===== src/rtl/par2ser_tx.sv =====
// par2ser_tx: byte-wide valid/ready input, small FIFO, continuous MSB-first
// serial output with one 8-clock byte slot per slot-counter wrap. Slots with
// nothing queued carry IDLE_BYTE so a free-running deserialiser stays aligned.
module par2ser_tx #(
  parameter int unsigned DEPTH     = 4,      // power of 2, >= 2
  parameter logic [7:0]  IDLE_BYTE = 8'h00
) (
  input  logic                     clk,
  input  logic                     rst,
  input  logic [7:0]               din,
  input  logic                     vldin,
  output logic                     rdy,
  output logic                     dout,
  output logic                     sof,
  output logic                     idle,
  output logic [$clog2(DEPTH):0]   level
);

  localparam int unsigned PTR_W = $clog2(DEPTH);
  localparam int unsigned LVL_W = PTR_W + 1;
  localparam logic [LVL_W-1:0] FULL_LVL = LVL_W'(DEPTH);

  logic [7:0]       mem [DEPTH];
  logic [PTR_W-1:0] wr_ptr;
  logic [PTR_W-1:0] rd_ptr;
  logic [2:0]       cnt;
  logic [6:0]       shreg;
  logic             slot_load;
  logic             push;
  logic             pop;
  logic [7:0]       slot_byte;

  // Occupancy after one edge; push and pop together leave it unchanged.
  function automatic logic [LVL_W-1:0] next_level(input logic [LVL_W-1:0] cur,
                                                   input logic push_i,
                                                   input logic pop_i);
    logic [LVL_W-1:0] nxt;
    nxt = cur;
    if (push_i && !pop_i) nxt = cur + LVL_W'(1);
    if (!push_i && pop_i) nxt = cur - LVL_W'(1);
    return nxt;
  endfunction

  // Handshake and slot decode from registered state only; rdy never depends on vldin,
  // and a pop at a full edge cannot be refilled in the same cycle.
  always_comb begin
    slot_load = (cnt == 3'd0);
    rdy       = (level != FULL_LVL);
    push      = vldin && rdy;
    pop       = slot_load && (level != '0);
    slot_byte = pop ? mem[rd_ptr] : IDLE_BYTE;
  end

  // FIFO storage; contents are don't-care once the pointers are reset.
  always_ff @(posedge clk) begin
    if (push) begin
      mem[wr_ptr] <= din;
    end
  end

  // FIFO pointers, occupancy and the free-running slot counter.
  always_ff @(posedge clk) begin
    if (rst) begin
      wr_ptr <= '0;
      rd_ptr <= '0;
      level  <= '0;
      cnt    <= 3'd0;
    end else begin
      cnt <= cnt + 3'd1;
      if (push) wr_ptr <= wr_ptr + PTR_W'(1);
      if (pop)  rd_ptr <= rd_ptr + PTR_W'(1);
      level <= next_level(level, push, pop);
    end
  end

  // Serialiser: load a whole byte at cnt==0 (bit 7 straight to dout), then shift left.
  always_ff @(posedge clk) begin
    if (rst) begin
      dout  <= 1'b0;
      shreg <= 7'd0;
      sof   <= 1'b0;
      idle  <= 1'b0;
    end else if (slot_load) begin
      dout  <= slot_byte[7];
      shreg <= slot_byte[6:0];
      sof   <= 1'b1;
      idle  <= !pop;
    end else begin
      dout  <= shreg[6];
      shreg <= {shreg[5:0], 1'b0};
      sof   <= 1'b0;
    end
  end

endmodule


===== config.mk =====
export PLATFORM = sky130hd
export DESIGN_NAME = par2ser_tx
export DESIGN_NICKNAME = d
export VERILOG_FILES = /design/src/rtl/par2ser_tx.sv
export SDC_FILE = /design/constraint.sdc
export NUM_CORES = 1
export LEC_CHECK = 0
export BUFFER_PORTS_ARGS = -buffer_cell sky130_fd_sc_hd__buf_2
export CAP_MARGIN = 25
export CORE_MARGIN = 10
export CORE_UTILIZATION = 35
export CTS_BUF_LIST = sky130_fd_sc_hd__clkbuf_4
export DETAILED_ROUTE_END_ITERATION = 8
export PLACE_DENSITY_LB_ADDON = 0.3
export SLEW_MARGIN = 20
export SYNTH_ARGS = -nofsm -noshare
export SYNTH_HDL_FRONTEND = slang
export SYNTH_SLANG_ARGS = --single-unit

===== constraint.sdc =====
create_clock -name clk -period 4.8 [get_ports clk]
set_input_delay 0.48 -clock clk [delete_from_list [all_inputs] [get_ports clk]]
set_output_delay 0.48 -clock clk [all_outputs]
set_load 0.02 [all_outputs]

# Word-level counts from Yosys, hierarchy flattened
# Memory sizes are Yosys's and may differ from the RTL's. A register that Yosys moved wholly into a read port is not among the register bits.
# Index checks and enable logic that the tools add are counted.
[word_totals]
ff_bits = 20
word_cells = 38
ramBits = 32
mem_count = 1
input_bits = 11
output_inout_bits = 7
[op_classes]
eq_ne = 1
mux = 10
n_reduce_logical = 10
n_bitwise = 2
n_addsub = 5
[mem_list]
columns = ["memory", "words", "width", "read_ports", "rd_clocked_by_memory_dff", "wr", "line", "text"]
rows = [
  ["mem", 4, 8, 1, 1, 1, "23", "logic [7:0] mem [DEPTH];"],
]
[ops]
columns = ["cell", "count"]
rows = [
  ["8-bit 2-to-1 mux", 1],
  ["7-bit 2-to-1 mux", 1],
  ["3-bit by 1-bit adder with 3-bit output, second input constant", 2],
  ["3-bit 2-to-1 mux", 2],
  ["2-bit by 1-bit adder with 2-bit output, second input constant", 2],
  ["1-bit logical AND", 4],
  ["1-bit 2-to-1 mux", 4],
  ["2-bit 2-to-1 mux", 2],
  ["3-bit zero test", 1],
  ["3-bit != test, second input constant", 1],
  ["3-bit nonzero test", 1],
  ["3-bit OR reduction", 1],
  ["3-bit by 1-bit subtractor with 3-bit output, second input constant", 1],
  ["1-bit zero test", 2],
  ["1-bit NOT", 2],
  ["2-bit nonzero test", 1],
]

# Depth between registers and ports, before layout
[depth]
depth_word = 6
depth_mapped = 10
ltp_nobuf = 10

# Worst setup path after synthesis
# OpenSTA, ideal clock, no wires.
[synth_timing]
kind = "reg-to-reg"
startpoint = "reg level[2]"
endpoint = "reg level[2]"
required_time_ps = 4729
setup_slack_ps = 2514
setup_time_ps = 71
period_less_slack_ps = 2286
path_buffers = 1
stages_incl_launch_ff = 10
arrival_ps = 2214
cell_sequence = "dfxtp_1 -> or3b_1 -> buf_6 -> nand2_1 -> ha_1 -> inv_1 -> fa_1 -> xor2_1 -> or3_1 -> a21oi_1"
[synth_via]
elab_chain_len = 5
elab_cells_between_ends = 13
cone_classes = "add/sub: 2; eq/ne: 1; mux: 2; reduce/logical: 8"
[synth_lines]
columns = ["element", "line", "text"]
rows = [
  ["from (decl)", "16", "output logic [$clog2(DEPTH):0] level"],
  ["from (signal assigned)", "72", "level <= next_level(level, push, pop);"],
  ["3-bit != test *", "48", "rdy = (level != FULL_LVL);"],
  ["via rdy", "12", "output logic rdy,"],
  ["1-bit logical AND *", "49", "push = vldin && rdy;"],
  ["1-bit zero test", "40", "if (!push_i && pop_i) nxt = cur - LVL_W'(1);"],
  ["1-bit logical AND", "40", ""],
  ["3-bit 2-to-1 mux / 2-bit nonzero test (equally long branches)", "n/a", ""],
]
# Mark *: on every way through the listed nets, which the timed path passes. The rest lies on a longest branch. The select of a mux whose other input is x is not followed.
# A chain may end at the register's enable or synchronous reset.

# Worst setup path in the final report
[layout_timing]
startpoint = "reg level[2]"
endpoint = "reg level[2]"
[layout_via]
elab_chain_len = 5
elab_cells_between_ends = 13
cone_classes = "add/sub: 2; eq/ne: 1; mux: 2; reduce/logical: 8"
[layout_lines]
columns = ["element"]
rows = [
  ["parallel branches: the longest is 5 deep, another holds 3-bit by 1-bit adder with 3-bit output"],
]
# Parallel ways; which one is timed is not known. The select of a mux whose other input is x is not followed.

==> summary.txt <==
met3 usage -> 2.48%
Place WS -> 2.50 ns
CP Cell Sequence -> or3b_1 > nand2_1 > ha_1 > inv_1 > fa_1 > xor2_1 > or3_1 > a21oi_1
pwr dens -> 453 nW/um^2
commonest cells after routing, fill and taps aside -> edfxtp_1, dfxtp_1, buf_2
P_leak -> 0.812 nW
cell family with most CP delay -> simple AND/OR/NAND/NOR gates
Util after Layout -> 40.2%
Setup Skew -> 0.00866 ns
Required @ worst endpoint -> 5.11 ns
Max Cap Viol -> 0
share of cells above drive strength 1 -> 25.7%
Post-DRT Antenna Nets -> 0
DRC viols -> 0
sw frac -> 30.1%
DRT iter0 DRCs -> 65
clock-pin slew on the worst setup and hold paths -> 0.14 ns
Area Overhead vs Synth -> 9.42%
dpl hpwl -> 2.48 mm
total length of routed wires -> 3.57 mm
Ys Warns -> 0
post-CTS resize count -> 0
min Tclk post-route -> 2.35 ns
Nets -> 170
Clock power frac -> 18.4%
Top Usage Layer GRT -> met2
Pre-antenna DRT Iters -> 4
Fillers -> 527
sequential cell area fraction in the yosys report -> 67.6%
max incr delay on CP -> 0.51 ns
H-tree depth -> 2
chip height -> 96.9 um
Synth Register Bits -> 54
Comb pwr share -> 23.4%
number of global-route vias before repair -> 1144
width of the die -> 96.9 um
Setup Fix Bufs, Post-CTS -> 0
global-route wire length before repair -> 5.76 mm
fin worst setup slack -> 2.45 ns
Placer Congestion -> 0.738
status -> finished clean
kind of critical path -> reg -> reg
vias -> 1096
ANT cells -> 0
met2 usage -> 13.4%
FMAX -> 425 MHz
RSZ-0062 raised after global routing -> false
core area -> 5640 um^2
# setup viols final -> 0
Critical Path Sink Type -> flop
Num CTS Buffers -> 5
Sw Pwr -> 0.309 mW
Cell Area, Synth -> 2070 um^2
GR Util All Layers -> 7.63%
Fin Setup TNS -> 0 ns
CTS Hold Buffers Added -> 0
Overflow after GRT -> 0
clock root buffer -> clkbuf_4
port bufs -> 17
Sink Count -> 54
Int Power -> 0.717 mW
Cell Rows -> 27
initial antenna violation count -> 0
DR WL/cell -> 15.9 um
# IOs -> 18
largest net degree at the start of global routing -> 17
Final Hold Viols -> 0
cells after synthesis -> 132
Final Slew Violations -> 0
hold crit path type -> in -> reg
Initial Utilization -> 36.7%
CP Launch Type -> flop
CTS tree -> done
Post-Syn Nets -> 151
Cell variety after synth -> 29
routing usage on met1 -> 8.20%
flop-to-flop setup slack -> 2.45 ns
crit path buf inv count -> 1
syn avg cell area -> 15.7 um^2
critical path's slowest cell -> or3b_1
Worst Path Arrival -> 2.66 ns
worst skew pair latency -> 0.37 ns
Vias/cell -> 4.89
worst-path maximum fanout -> 10
die area -> 9400 um^2
Seq pwr share -> 58.2%
most common cell after layout, fill and taps aside -> edfxtp_1
CTS max path bufs -> 2
worst slew pin tran -> 0.558 ns
Final period util -> 49.0%
Slew HR -> 62.7%
Max IR drop VDD -> 0.244 mV
==> kinds of logic (layout without fill, tap and decap cells) <==
family | Yosys count | count (layout) | share of synthesized area [%]
and+or+nand+nor | 27 | 27 | 7.55
DFF | 54 | 54 | 67.6
adders and majority gates | 8 | 8 | 5.19
muxes | 8 | 8 | 8.70
buffers and inverters | 13 | 33 | 3.08
AOI/OAI and AO/OA | 19 | 19 | 6.58
xor gates and xnor gates | 3 | 3 | 1.27
==> worst paths after layout <==
kind,startpoint,endpoint,cells past startpoint
worst max-delay path,level[2],level[2],8
worst min-delay path,din[0],mem[3][0],1
worst max register to register,level[2],level[2],8
worst min register to register,cnt[0],cnt[0],1
==> synthesized netlist by cell type <==
cell	instances	area [um^2]
a21o_1	2	15.0
a21oi_1	5	25.0
a21oi_2	2	17.5
a22o_1	7	61.3
and2_1	1	6.26
and3_2	4	30.0
buf_1	2	7.51
buf_6	2	22.5
clkbuf_1	1	3.75
dfxtp_1	22	440
edfxtp_1	32	961
fa_1	1	20.0
ha_1	7	87.6
inv_1	8	30.0
mux4_2	8	180
nand2_1	1	3.75
nand2b_1	1	6.26
nand3_1	2	10.0
nor2_1	9	33.8
nor2b_1	2	12.5
nor3_1	1	5.00
nor3_2	2	20.0
o21ai_0	2	10.0
o31ai_1	1	7.51
or3_1	2	12.5
or3b_1	1	8.76
or4_1	1	7.51
xnor2_1	1	8.76
xor2_1	2	17.5
==> state kept, by name (all words and copies together), names as in the netlist, named ones only <==
| register | count |
|---|---|
| mem | 32 |
| shreg | 7 |
| cnt | 3 |
| level | 3 |
| rd_ptr | 2 |
| wr_ptr | 2 |
| dout | 1 |
| idle | 1 |
| sof | 1 |
==> cell type report <==
type,instances,area [um^2],share of cell area (%)
multi-input combinational,65,607,26.8
tap,72,90.1,3.97
sequential,54,1400,61.8
clock inverter,3,16.3,0.717
timing repair buffer,17,85.1,3.75
inverter,8,30.0,1.32
clock buffer,5,37.5,1.66
==> power groups by stage <==
stage / clock, mW / sequential [mW] / combinational (mW)
finish: 0.189 / 0.598 / 0.240
global route: 0.212 / 0.609 / 0.267
CTS: 0.194 / 0.600 / 0.243
detailed placement: 0 / 0.611 / 0.242
global placement: 0 / 0.607 / 0.227
floorplan: 0 / 0.602 / 0.187
==> per-layer routing <==
layer  vias to the layer above  part of all wire, %
met5                         -                    0
met4                         0                  1.6
met3                         5                  3.3
met2                        12                   54
met1                       551                   41
li1                        528                    -
==> metrics by stage <==
step / hold slack [ns] / std cells / power [mW] / area, um^2
2_1_floorplan: 0.417 / 132 / 0.790 / 2070
3_3_place_gp: 0.427 / 216 / 0.833 / 2210
3_5_place_dp: 0.426 / 216 / 0.853 / 2210
4_1_cts: 0.304 / 224 / 1.04 / 2270
5_1_grt: 0.291 / 224 / 1.09 / 2270
6_report: 0.311 / 224 / 1.03 / 2270
No activity file was read; power rests on OpenSTA's default activity.
